<file path="src/rtl/cv32_obi_arb_pkg.sv">
// Shared types for the OBI instruction/data arbiter: requester IDs and the
// request attribute bundle that is steered onto the shared memory port.
package cv32_obi_arb_pkg;

  localparam int unsigned OBI_ADDR_WIDTH = 32;
  localparam int unsigned OBI_DATA_WIDTH = 32;
  localparam int unsigned OBI_BE_WIDTH   = OBI_DATA_WIDTH / 8;

  typedef enum logic {
    ID_INSTR = 1'b0,
    ID_DATA  = 1'b1
  } req_id_e;

  typedef struct packed {
    logic                      we;
    logic [OBI_BE_WIDTH-1:0]   be;
    logic [OBI_ADDR_WIDTH-1:0] addr;
    logic [OBI_DATA_WIDTH-1:0] wdata;
  } obi_req_t;

  function automatic req_id_e other_id(input req_id_e id);
    return (id == ID_INSTR) ? ID_DATA : ID_INSTR;
  endfunction

endpackage

</file>
<file path="src/rtl/cv32_obi_arb_id_fifo.sv">
// In-order FIFO of requester IDs for granted-but-unanswered transactions.
// Pointers wrap modulo DEPTH, so DEPTH need not be a power of two.
module cv32_obi_arb_id_fifo
  import cv32_obi_arb_pkg::*;
#(
  parameter int unsigned DEPTH = 2
) (
  input  logic                       clk_i,
  input  logic                       rst_ni,
  input  logic                       push,
  input  req_id_e                    push_id,
  input  logic                       pop,
  output req_id_e                    head,
  output logic                       full,
  output logic                       empty,
  output logic [$clog2(DEPTH+1)-1:0] count
);

  localparam int unsigned CW = $clog2(DEPTH + 1);
  localparam int unsigned PW = (DEPTH > 1) ? $clog2(DEPTH) : 1;

  req_id_e       mem_q [DEPTH];
  logic [PW-1:0] wptr_q;
  logic [PW-1:0] rptr_q;
  logic [CW-1:0] count_q;
  logic          do_push;
  logic          do_pop;

  assign full    = (count_q == CW'(DEPTH));
  assign empty   = (count_q == '0);
  assign do_push = push & ~full;
  assign do_pop  = pop & ~empty;
  assign head    = mem_q[rptr_q];
  assign count   = count_q;

  always_ff @(posedge clk_i or negedge rst_ni) begin
    if (!rst_ni) begin
      wptr_q  <= '0;
      rptr_q  <= '0;
      count_q <= '0;
      for (int i = 0; i < DEPTH; i++) mem_q[i] <= ID_INSTR;
    end else begin
      if (do_push) begin
        mem_q[wptr_q] <= push_id;
        wptr_q        <= (wptr_q == PW'(DEPTH - 1)) ? '0 : wptr_q + 1'b1;
      end
      if (do_pop) begin
        rptr_q <= (rptr_q == PW'(DEPTH - 1)) ? '0 : rptr_q + 1'b1;
      end
      // Simultaneous push and pop leaves the occupancy unchanged.
      case ({do_push, do_pop})
        2'b10:   count_q <= count_q + 1'b1;
        2'b01:   count_q <= count_q - 1'b1;
        default: count_q <= count_q;
      endcase
    end
  end

endmodule

</file>
<file path="src/rtl/cv32_obi_mem_arbiter.sv">
// Round-robin arbiter sharing one OBI memory port between the core's
// instruction and data interfaces, returning responses in issue order.
module cv32_obi_mem_arbiter
  import cv32_obi_arb_pkg::*;
#(
  parameter int unsigned ADDR_WIDTH      = OBI_ADDR_WIDTH,
  parameter int unsigned DATA_WIDTH      = OBI_DATA_WIDTH,
  parameter int unsigned MAX_OUTSTANDING = 2
) (
  input  logic                                 clk_i,
  input  logic                                 rst_ni,
  input  logic                                 instr_req_i,
  input  logic [ADDR_WIDTH-1:0]                instr_addr_i,
  output logic                                 instr_gnt_o,
  output logic                                 instr_rvalid_o,
  output logic [DATA_WIDTH-1:0]                instr_rdata_o,
  input  logic                                 data_req_i,
  input  logic                                 data_we_i,
  input  logic [DATA_WIDTH/8-1:0]              data_be_i,
  input  logic [ADDR_WIDTH-1:0]                data_addr_i,
  input  logic [DATA_WIDTH-1:0]                data_wdata_i,
  output logic                                 data_gnt_o,
  output logic                                 data_rvalid_o,
  output logic [DATA_WIDTH-1:0]                data_rdata_o,
  output logic                                 mem_req_o,
  output logic                                 mem_we_o,
  output logic [DATA_WIDTH/8-1:0]              mem_be_o,
  output logic [ADDR_WIDTH-1:0]                mem_addr_o,
  output logic [DATA_WIDTH-1:0]                mem_wdata_o,
  input  logic                                 mem_gnt_i,
  input  logic                                 mem_rvalid_i,
  input  logic [DATA_WIDTH-1:0]                mem_rdata_i,
  output logic [$clog2(MAX_OUTSTANDING+1)-1:0] outstanding_o,
  output logic                                 err_rvalid_o
);

  // Handshake: a request transfers in the cycle where req and gnt are both
  // high; once req is raised, winner and attributes stay fixed until gnt.
  // A response is one rvalid pulse per transfer, in issue order, with rdata
  // meaningful only while the matching rvalid is high.

  obi_req_t instr_attr;
  obi_req_t data_attr;
  obi_req_t win_attr;
  req_id_e  winner;
  req_id_e  locked_id_q;
  req_id_e  last_q;
  req_id_e  head_id;
  logic     lock_q;
  logic     err_q;
  logic     fifo_full;
  logic     fifo_empty;
  logic     handshake;
  logic     pop;

  always_comb begin
    instr_attr       = '0;
    instr_attr.we    = 1'b0;
    instr_attr.be    = '1;
    instr_attr.addr  = instr_addr_i;
    instr_attr.wdata = '0;
    data_attr        = '0;
    data_attr.we     = data_we_i;
    data_attr.be     = data_be_i;
    data_attr.addr   = data_addr_i;
    data_attr.wdata  = data_wdata_i;
  end

  // A stalled request keeps its winner so the memory sees stable attributes.
  always_comb begin
    winner = ID_INSTR;
    if (lock_q) begin
      winner = locked_id_q;
    end else if (instr_req_i && data_req_i) begin
      winner = other_id(last_q);
    end else if (data_req_i) begin
      winner = ID_DATA;
    end
  end

  assign win_attr    = (winner == ID_DATA) ? data_attr : instr_attr;
  assign mem_we_o    = win_attr.we;
  assign mem_be_o    = win_attr.be;
  assign mem_addr_o  = win_attr.addr;
  assign mem_wdata_o = win_attr.wdata;

  assign mem_req_o   = (instr_req_i | data_req_i) & ~fifo_full;
  assign handshake   = mem_req_o & mem_gnt_i;
  assign instr_gnt_o = handshake & (winner == ID_INSTR);
  assign data_gnt_o  = handshake & (winner == ID_DATA);

  // Responses only ever match entries already recorded in the FIFO.
  assign pop            = mem_rvalid_i & ~fifo_empty;
  assign instr_rvalid_o = pop & (head_id == ID_INSTR);
  assign data_rvalid_o  = pop & (head_id == ID_DATA);
  assign instr_rdata_o  = mem_rdata_i;
  assign data_rdata_o   = mem_rdata_i;
  assign err_rvalid_o   = err_q;

  cv32_obi_arb_id_fifo #(
    .DEPTH (MAX_OUTSTANDING)
  ) u_id_fifo (
    .clk_i   (clk_i),
    .rst_ni  (rst_ni),
    .push    (handshake),
    .push_id (winner),
    .pop     (pop),
    .head    (head_id),
    .full    (fifo_full),
    .empty   (fifo_empty),
    .count   (outstanding_o)
  );

  always_ff @(posedge clk_i or negedge rst_ni) begin
    if (!rst_ni) begin
      lock_q      <= 1'b0;
      locked_id_q <= ID_INSTR;
      last_q      <= ID_DATA;
      err_q       <= 1'b0;
    end else begin
      if (mem_req_o && !mem_gnt_i) begin
        lock_q      <= 1'b1;
        locked_id_q <= winner;
      end else if (handshake) begin
        lock_q      <= 1'b0;
        last_q      <= winner;
      end
      if (mem_rvalid_i && fifo_empty) begin
        err_q <= 1'b1;
      end
    end
  end

endmodule

</file>
<file path="config.mk">
export PLATFORM = sky130hd
export DESIGN_NAME = cv32_obi_mem_arbiter
export DESIGN_NICKNAME = d
export VERILOG_FILES = /design/src/rtl/cv32_obi_arb_pkg.sv /design/src/rtl/cv32_obi_arb_id_fifo.sv /design/src/rtl/cv32_obi_mem_arbiter.sv
export SDC_FILE = /design/constraint.sdc
export NUM_CORES = 1
export LEC_CHECK = 0
export CORE_AREA = 3 3 108 110
export CTS_BUF_LIST = sky130_fd_sc_hd__clkbuf_8 sky130_fd_sc_hd__clkbuf_16
export DETAILED_ROUTE_END_ITERATION = 7
export DIE_AREA = 0 0 111 113
export PLACE_DENSITY = 0.71
export SLEW_MARGIN = 0
export SYNTH_ARGS = -nofsm -noshare
export SYNTH_HDL_FRONTEND = slang
export SYNTH_HIERARCHICAL = 1
export SYNTH_SLANG_ARGS = --single-unit
</file>
<file path="constraint.sdc">
create_clock -name clk_i -period 4.9 [get_ports clk_i]
set_clock_uncertainty 0.2 [all_clocks]
set_input_delay 0.49 -clock clk_i [delete_from_list [all_inputs] [get_ports clk_i]]
set_output_delay 0.49 -clock clk_i [all_outputs]
set_load 0.02 [all_outputs]
</file>
==> out/results.ini <==
[logic_synthesis]
yosysWarnings = 6
ys_seq_area_share_pct = 15.6
synth_area_leader_cell = buf_4
synth_top_area_share_pct = 31.1
syn_nets = 325
synth.avg_cell_area_um2 = 8.73
syn_area_um2 = 1620
ys_types = 26
syn_inst = 185
synth_area_leaders = buf_4 (31%), mux2_2 (24%), dfrtp_1 (14%), and2_1 (13%), dfstp_2 (1.6%)
ys_ff_latch = 10

[detailed_routing]
drc = 0
wl_um = 7250
viasPerCell = 3.62
ant_nets = 0
drt-initial-drc-count = 47
vias = 1600
wl_per_cell_um = 16.4
first_pass_iters = 4

[floorplanning]
initial_core_util_pct = 15.0
core.rowCount = 38
die_h_um = 113
placeableCoreArea_um2 = 10800
die_w_um = 111
io_pins = 280
dieArea_um2 = 12500

[clock_tree]
clockBufferDepth = 2
cts-root-buf = clkbuf_8
cts_sinks = 10
cts.htree.levels = 1
numCtsBuffers = 3
cts_setup_buffers = 0
tritoncts = built
cts_resized = 0
cts.clk_slew.worst_paths_ns = 0.05
clk_latency_ns = 0.23
holdBufCountCts = 0

[global_routing]
grt_pass1_wl_um = 10600
grt_antenna_before_repair = 0
grt_max_degree = 42
gr-total-overflow = 0
grt_pass1_vias = 1798
grt_usage_pct = 10.5

[cells_and_area]
regArea_um2 = 251
syn_to_final_growth_pct = 96.0
fill_cells = 1151
diodes = 0
multiInputGateArea_um2 = 830
final_nets = 443
postLayoutCoreUtil_pct = 29.3
drive_above_1_share_pct = 14.9

[place]
gp_congestion = 0.764
hpwl_um = 6320
portBuffers = 183

[timing]
finalCriticalPeriod_ns = 3.36
tns_ns = 0
drv_slew = 0
rsz0062_at_grt = no
relSlewSlack_pct = 65.8
max_freq_mhz = 297
fin_hold_ws_ns = 0.259
timing.final.crit_share_pct = 68.6
finalSetupViolations = 0
timing.final.hold_violations = 0
tightest_slew_ns = 0.513

[critical_path]
r2r_end = u_id_fifo/count[1]$_DFFE_PN0P_
r2r_start = u_id_fifo/count[0]$_DFFE_PN0P_
worstPathArrival_ns = 2.67
end_kind = output pin
r2r_slack_ns = 2.71
crit_type = in2out
r2r_cells = 10
critPathLaunchType = primary input
required_ns = 4.21
path_max_fanout = 34

[job]
max_cap_violations = 0

[power]
total_power_mw = 1.60
ir_drop_v = 0.000244
power_density_nw_per_um2 = 506
p_leak_nw = 1.20

[min_path]
min_from = err_rvalid_o$_DFFE_PN0P_
hp-class = reg2reg
min_to = err_rvalid_o$_DFFE_PN0P_
min_path_cells = 1

[status]
status = finished, final reports clean

flip-flops by register name, summed over array words and instances (netlist names):
name,count
u_id_fifo/rptr_q,1
u_id_fifo/mem_q,2
last_q,1
locked_id_q,1
u_id_fifo/wptr_q,1
err_rvalid_o,1
lock_q,1
u_id_fifo/count,2
cells in the mapped netlist:
library cell   n
nor2b_1        4
nand3_1        1
dfrtp_1        9
clkbuf_2       1
o21a_1         1
a21oi_1        1
xor2_1         2
inv_1          3
buf_4         67
nand2b_1       4
clkbuf_1       3
ha_1           1
nor2_1         4
nand3b_1       1
xnor2_1        3
inv_2          1
nand2b_2       1
a22oi_4        1
a21o_1         1
dfstp_2        1
mux2_2        35
mux2_1         1
a31oi_1        1
nand2_1        3
and2_1        34
o21ba_2        1
per-layer routing:
metal | wire length, um | track usage, % | vias up | share of wire (%)
met5 | 0 | 0 | - | 0
met4 | 42 | 2.13 | 0 | 0.58
li1 | - | - | 764 | -
met1 | 2700 | 12.0 | 696 | 37
met3 | 725 | 3.96 | 6 | 10
met2 | 3780 | 18.9 | 134 | 52
where the power goes:
group | switching [mW] | internal (mW) | total (mW)
Clock | 0.0305 | 0.0705 | 0.101
Sequential | 0.0363 | 0.126 | 0.162
Combinational | 0.645 | 0.695 | 1.34
worst max-delay path: stages:
cell and delay [ns]:
clkdlybuf4s50_1 0.41, nor2b_1 0.17, a22oi_4 0.17, buf_4 0.42, mux2_2 0.43, clkdlybuf4s50_1 0.55
logic make-up (layout without fill, tap and decap cells):
group	after synthesis	after routing	share of synthesized area, %
compound gates	6	6	3.56
xor+xnor	5	5	2.71
fa+ha+maj	1	1	0.774
buf+inv	75	192	33.1
flops	10	10	15.6
mux	36	36	25.1
simple gates	52	52	19.2
layout make-up:
class	count	area share [%]
clock buffer	4	1.74
inverter	4	0.474
multi-input combinational	100	26.2
sequential	10	7.94
tap	140	5.53
timing repair buffer	184	58.1
worst max path at each step:
stage                     slack (ns)                             end  cells past startpoint                            from
after global placement          1.57                  mem_addr_o[14]                      6                      data_req_i
after CTS                       1.54                  mem_addr_o[14]                      6                      data_req_i
after detailed placement        1.55                  mem_addr_o[14]                      6                      data_req_i
final                           1.54                  mem_addr_o[14]                      6                      data_req_i
after global routing            1.48                   mem_addr_o[6]                      6                      data_req_i
after floorplan                 2.70  u_id_fifo/count[1]$_DFFE_PN0P_                      9  u_id_fifo/count[0]$_DFFE_PN0P_
cell usage in the layout (no fill, tap or decap):
cell             instances
clkdlybuf4s50_1        183
mux2_2                  35
and2_1                  34
dfrtp_1                  9
nor2b_1                  4
nand2b_1                 4
nor2_1                   4
clkbuf_8                 4
nand2_1                  3
inv_1                    3
xnor2_1                  3
xor2_1                   2
a22oi_4                  1
inv_2                    1
o21ba_2                  1
a21oi_1                  1
a31oi_1                  1
o21a_1                   1
a21o_1                   1
dfstp_2                  1
buf_4                    1
nand2b_2                 1
nand3b_1                 1
nand3_1                  1
mux2_1                   1
ha_1                     1
stage by stage:
step | instance area, um^2 | std cells | worst slack [ns]
after detailed placement | 3110 | 438 | 1.55
after CTS | 3170 | 442 | 1.54
after global routing | 3170 | 442 | 1.48
after global placement | 3110 | 438 | 1.57
final | 3170 | 442 | 1.54
after floorplan | 1620 | 185 | 2.70
Power figures use the tool's default switching activity.
